### src/rtl/branch_resolve_unit.sv
// Branch resolve unit: decides taken/not-taken for conditional branches and
// jumps in EX, computes the actual next PC, raises a registered one-cycle
// redirect/flush on a mispredict, and owns the 2-bit BHT used by fetch.
module branch_resolve_unit #(
    parameter int BHT_IDX_W = 4,
    parameter int XLEN      = 32
) (
    input  logic            clk,
    input  logic            rst_n,
    input  logic            ex_valid,
    input  logic            ex_stall,
    input  logic            ex_is_branch,
    input  logic            ex_is_jal,
    input  logic            ex_is_jalr,
    input  logic [2:0]      ex_funct3,
    input  logic [XLEN-1:0] ex_pc,
    input  logic [XLEN-1:0] ex_imm,
    input  logic [XLEN-1:0] ex_rs1,
    input  logic            ex_pred_taken,
    input  logic            BrEq,
    input  logic            BrLt,
    output logic [1:0]      BrUn,
    input  logic [XLEN-1:0] if_pc,
    output logic            if_pred_taken,
    output logic            redirect_valid,
    output logic [XLEN-1:0] redirect_pc,
    output logic            flush,
    output logic [31:0]     br_count,
    output logic [31:0]     mis_count
);

    localparam int BHT_N = 1 << BHT_IDX_W;

    typedef enum logic {S_IDLE = 1'b0, S_SHADOW = 1'b1} state_t;

    state_t state_q, state_d;

    logic            redirect_valid_q, redirect_valid_d;
    logic [XLEN-1:0] redirect_pc_q, redirect_pc_d;
    logic [31:0]     br_count_q, br_count_d;
    logic [31:0]     mis_count_q, mis_count_d;
    logic [1:0]      bht_q [BHT_N];
    logic [1:0]      bht_d [BHT_N];

    logic                 shadow, resolve, is_jump, cond_legal;
    logic                 cmp_taken, taken, mispredict, br_resolve;
    logic [XLEN-1:0]      jalr_sum, target, actual_pc;
    logic [BHT_IDX_W-1:0] ex_idx, if_idx;
    logic                 unused_pc_bits;

    assign ex_idx = ex_pc[BHT_IDX_W+1:2];
    assign if_idx = if_pc[BHT_IDX_W+1:2];
    assign unused_pc_bits = ^{if_pc[XLEN-1:BHT_IDX_W+2], if_pc[1:0],
                              ex_pc[XLEN-1:BHT_IDX_W+2], ex_pc[1:0]};

    // Comparator mode select: funct3 11x are the unsigned compares
    always_comb begin
        BrUn = 2'b00;
        if (ex_valid && ex_is_branch)
            BrUn = (ex_funct3[2:1] == 2'b11) ? 2'b01 : 2'b11;
    end

    // Resolve decision, target arithmetic and mispredict detection
    always_comb begin
        shadow     = (state_q == S_SHADOW);
        resolve    = ex_valid && !ex_stall && !shadow;
        is_jump    = ex_is_jal || ex_is_jalr;
        // funct3 010/011 are not branch encodings; they never update state
        cond_legal = ex_is_branch && !is_jump && (ex_funct3[2:1] != 2'b01);
        case (ex_funct3)
            3'b000:          cmp_taken = BrEq;
            3'b001:          cmp_taken = !BrEq;
            3'b100, 3'b110:  cmp_taken = BrLt;
            3'b101, 3'b111:  cmp_taken = !BrLt;
            default:         cmp_taken = 1'b0;
        endcase
        taken      = is_jump || (cond_legal && cmp_taken);
        jalr_sum   = ex_rs1 + ex_imm;
        target     = ex_is_jalr ? {jalr_sum[XLEN-1:1], 1'b0} : (ex_pc + ex_imm);
        actual_pc  = taken ? target : (ex_pc + XLEN'(4));
        // Fetch never predicts jumps, so every jump is a redirect
        mispredict = is_jump || (cond_legal && (taken != ex_pred_taken));
        br_resolve = resolve && cond_legal;
    end

    // Next-state: a redirect opens one shadow cycle; stalls hold the shadow
    always_comb begin
        state_d = state_q;
        case (state_q)
            S_IDLE:   if (resolve && mispredict) state_d = S_SHADOW;
            S_SHADOW: if (!ex_stall) state_d = S_IDLE;
            default:  state_d = S_IDLE;
        endcase
    end

    // Registered outputs and statistics computed from the resolve decision
    always_comb begin
        redirect_valid_d = (state_q == S_IDLE) && resolve && mispredict;
        redirect_pc_d    = redirect_valid_d ? actual_pc : redirect_pc_q;
        br_count_d       = br_count_q;
        mis_count_d      = mis_count_q;
        if (br_resolve && (br_count_q != 32'hFFFF_FFFF))
            br_count_d = br_count_q + 32'd1;
        if (redirect_valid_d && (mis_count_q != 32'hFFFF_FFFF))
            mis_count_d = mis_count_q + 32'd1;
    end

    // BHT saturating-counter update for resolved legal conditional branches
    always_comb begin
        for (int i = 0; i < BHT_N; i++) bht_d[i] = bht_q[i];
        if (br_resolve) begin
            if (taken && (bht_q[ex_idx] != 2'b11))
                bht_d[ex_idx] = bht_q[ex_idx] + 2'b01;
            else if (!taken && (bht_q[ex_idx] != 2'b00))
                bht_d[ex_idx] = bht_q[ex_idx] - 2'b01;
        end
    end

    // State, redirect, counters and BHT registers
    always_ff @(posedge clk or negedge rst_n) begin
        if (!rst_n) begin
            state_q          <= S_IDLE;
            redirect_valid_q <= 1'b0;
            redirect_pc_q    <= '0;
            br_count_q       <= '0;
            mis_count_q      <= '0;
            for (int i = 0; i < BHT_N; i++) bht_q[i] <= 2'b01;
        end else begin
            state_q          <= state_d;
            redirect_valid_q <= redirect_valid_d;
            redirect_pc_q    <= redirect_pc_d;
            br_count_q       <= br_count_d;
            mis_count_q      <= mis_count_d;
            for (int i = 0; i < BHT_N; i++) bht_q[i] <= bht_d[i];
        end
    end

    assign if_pred_taken  = bht_q[if_idx][1];
    assign redirect_valid = redirect_valid_q;
    assign redirect_pc    = redirect_pc_q;
    assign flush          = redirect_valid_q;
    assign br_count       = br_count_q;
    assign mis_count      = mis_count_q;

endmodule

### config.mk
export PLATFORM = sky130hd
export DESIGN_NAME = branch_resolve_unit
export DESIGN_NICKNAME = d
export VERILOG_FILES = /design/src/rtl/branch_resolve_unit.sv
export SDC_FILE = /design/constraint.sdc
export NUM_CORES = 1
export LEC_CHECK = 0
export CAP_MARGIN = 20
export CORE_MARGIN = 3
export CORE_UTILIZATION = 35
export DETAILED_ROUTE_END_ITERATION = 10
export HOLD_SLACK_MARGIN = 0.12
export PLACE_DENSITY_LB_ADDON = 0.12
export SYNTH_ARGS = -nofsm -noshare
export SYNTH_HDL_FRONTEND = slang
export SYNTH_SLANG_ARGS = --single-unit
### constraint.sdc
create_clock -name clk -period 4.1 [get_ports clk]
set_input_delay 1.23 -clock clk [delete_from_list [all_inputs] [get_ports clk]]
set_output_delay 1.23 -clock clk [all_outputs]
set_load 0.02 [all_outputs]
==> summary.md <==
| Metric | Value |
|---|---|
| Status | `complete, no violations` |
| Worst-path cell chain | `clkdlybuf4s15_2 -> mux4_2 -> mux4_2 -> clkdlybuf4s15_1` |
| Final nets | `between 1,500 and 2,000` |
| RSZ-0062 raised after global routing | `no` |
| Pwr/cell area | `between 300 and 400 nW/µm²` |
| Hpwl dp | `25,700 µm` |
| Reg2Reg Launch Point | `bht_q[1]` |
| # diodes | `0` |
| CTS tree | `done` |
| Total CTS buffers | `17` |
| Sw frac | `0.350` |
| Crit path largest cell delay | `roughly 520 ps` |
| Cell Area, Synth | `10,000 µm²` |
| Final Non-Filler Cells | `1,893` |
| Yosys reg bits | `130` |
| Pint | `3.12 mW` |
| Die Y-Extent | `175 µm` |
| DR pass1 iterations | `5` |
| CP top delay family | `multiplexers` |
| Register share of total power | `0.322` |
| Mapped Cells | `1,144` |
| Remaining DRCs | `0` |
| Synth Area in Compound Gates | `0.183` |
| Total leakage power | `approximately 6.4 nW` |
| Hold-fix buffers, CTS | `0` |
| Slew headroom | `0.567` |
| Largest net degree at the start of global routing | `81` |
| Number of synthesized flops with an enable pin | `0` |
| Arrival @ worst endpoint | `around 2800 ps` |
| Die area | `slightly above 30,000 µm²` |
| First-pass GRT wire length | `52,400 µm` |
| Worst path required time | `2870 ps` |
| Std-Cell Rows | `61` |
| Synth Area in XOR/XNOR | `0.124` |
| Synth area leader | `dfrtp_1` |
| DP Cell Count | `1,859` |
| Layout fillers | `2,633` |
| Startpoint types | `input port` |
| Post-layout minimum cycle time | `4010 ps` |
| WL/cell | `17.3 µm` |
| Post-Route Setup TNS | `0 ps` |
| VDD IR-drop max | `276 µV` |
| Net Sw Power | `1.68 mW` |
| Ports | `242` |
| Vias in the first global route | `9,792` |
| Crit path launch | `if_pc[2]` |
| Layout cell share with drive strength beyond 1 | `0.181` |
| H-tree lvl count | `4` |
| Synth unique cells | `71` |
| Slew Viols, Final | `0` |
| Placed inst area | `13,800 µm²` |
| Initial core utilization | `0.359` |
| CP max-delay cell | `mux4_2` |
| PortBufs | `213` |
| DR vias | `9,777` |
| Largest family of logic cells by synthesized area | `simple AND/OR/NAND/NOR gates` |
| Crit path buf inv count | `2` |
| Syn Nets | `1,356` |
| Post-Synth Simple-Gate Area | `0.190` |
| Drt total wl | `32,800 µm` |
| Synth Flop Type | `dfrtp_1` |
| Sequential-to-total area share from yosys stat | `0.326` |
| Synth Area in Adders | `0.0899` |
| CP most frequent cell | `mux4_2` |
| Worst-margin pin slew | `640 ps` |
| Peak Freq | `249 MHz` |
| CTS clk-pin slew, worst paths | `70 ps` |
| Clock network power share | `0.329` |
| CP Class | `in2out` |
| Clk buf depth | `2` |
| Clk Latency, worst-skew pair | `between 400 and 500 ps` |
| Mux cell area share after synthesis | `0.0593` |
| Leading cell type in the layout, fill and taps excluded | `clkdlybuf4s50_1` |
| Die Wd | `175 µm` |
| Vias per cell | `5.16` |
| Root Buffer | `clkbuf_16` |
| YS warnings | `0` |
| Drt first-iter violations | `701` |
| Commonest non-fill, non-tap cells in the layout | `clkdlybuf4s50_1, buf_4, nand2_1, dfrtp_1, nor2_1` |
| Initial antenna violation count | `2` |
| Ranking of synthesized cells by area | `dfrtp_1, ha_1, xnor2_1` |
| Asr flop ratio synth | `1.00` |
| Crit Path Max Fanout | `4` |
| Worst Setup End Kind | `output pin` |
| ANT nets after route | `0` |
| Post-synth top area share | `0.284` |
| Gr usage total | `0.213` |
| # clock sinks | `130` |
| Total grt overflow | `0` |
| HP Start | `redirect_pc[10]` |
| Avg Inst Size Synth | `8.78 µm²` |
| Final setup viols | `0` |
| Worst min-delay path class | `reg2reg` |
| MaxCap Viol Count | `0` |
| Comb power frac | `0.349` |
| Final Cycle Share | `0.979` |
| Final Hold Fails | `0` |
| Worst hold margin | `479 ps` |
| RePlAce Congestion | `around 0.9` |
| Core ar. | `28,000 µm²` |
| Clock Skews | `10.3 ps` |
| Non-Filler Cell Area, Final | `~14,000 µm²` |
| Area grow syn2layout | `43.5%` |
through the flow:
step	total power, mW	worst slack (ps)	util
6_report	4.79	85.6	0.515
5_1_grt	5.06	0.191	0.515
4_1_cts	4.83	0.929	0.513
3_5_place_dp	3.23	-581	0.491
3_3_place_gp	3.21	-531	0.491
2_1_floorplan	2.41	27.2	-
cells in the mapped netlist, types with 7 or more instances:
master    count
nand2_1     124
dfrtp_1     114
nor2_1      100
a21oi_1      88
xnor2_1      80
o21ai_0      73
ha_1         69
xor2_1       62
nand3_1      49
inv_1        37
clkbuf_1     34
nand4_1      33
nor3_1       23
mux2_2       20
and3_1       19
a21o_1       18
dfstp_2      16
mux4_2       14
a31oi_1      13
o21a_1       10
and2_1        9
and4_1        9
o21bai_1      9
a211oi_1      7
o221ai_1      7
or3_1         7
repair_timing:
item	in CTS	in global routing
setup endpoints to repair	2	36
resized for setup	7	14
hold endpoints to repair	0	0
buffers inserted	2	0
pin swaps	8	9
tightest hold or removal path: cells and delay by family, from the launching register on:
family / cells / cell delay (ps)
AOI/OAI and AO/OA: 1 / 60
and+or+nand+nor: 1 / 40
DFF: 1 / 340
worst paths after layout:
path	endpoint	slack [ps]	cells after the start
worst max-delay path	if_pred_taken	90	4
worst min-delay path	redirect_pc[10]	480	2
worst max register to register	bht_q[13]	1330	8
worst min register to register	redirect_pc[10]	480	2
max in group asynchronous	async pin	2550	2
min in group asynchronous	bht_q[9]	740	1
cell families after synthesis:
group / after synthesis
AO/OA/AOI/OAI: 287
XOR/XNOR: 142
adder cells (fa/ha/maj): 71
buffers and inverters: 75
flip-flops: 130
multiplexers: 39
AND/OR/NAND/NOR: 400
layout make-up:
type | instances | area, µm² | share of cell area
multi-input combinational | 939 | 6540 | 0.453
timing repair buffer | 377 | 3410 | 0.236
sequential | 130 | 3270 | 0.227
tap | 378 | 473 | 0.0328
clock buffer | 17 | 425 | 0.0295
clock inverter | 15 | 165 | 0.0115
inverter | 37 | 139 | 0.00963
power by group through the flow:
| stage | clock, mW | combinational [mW] | sequential, mW |
|---|---|---|---|
| after floorplan | 0 | 0.709 | 1.70 |
| after global placement | 0 | 1.65 | 1.57 |
| after detailed placement | 0 | 1.66 | 1.57 |
| after CTS | 1.61 | 1.67 | 1.55 |
| after global routing | 1.66 | 1.83 | 1.57 |
| final | 1.57 | 1.67 | 1.54 |
layer usage:
metal | global-route usage | wire (µm) | vias up
li1 | - | - | 4885
met1 | 0.301 | 15300 | 4578
met4 | 0.0531 | 531 | 4
met3 | 0.0460 | 2170 | 36
met2 | 0.333 | 14800 | 274
met5 | 0 | 18 | -
(Power assumes the default switching activity.)
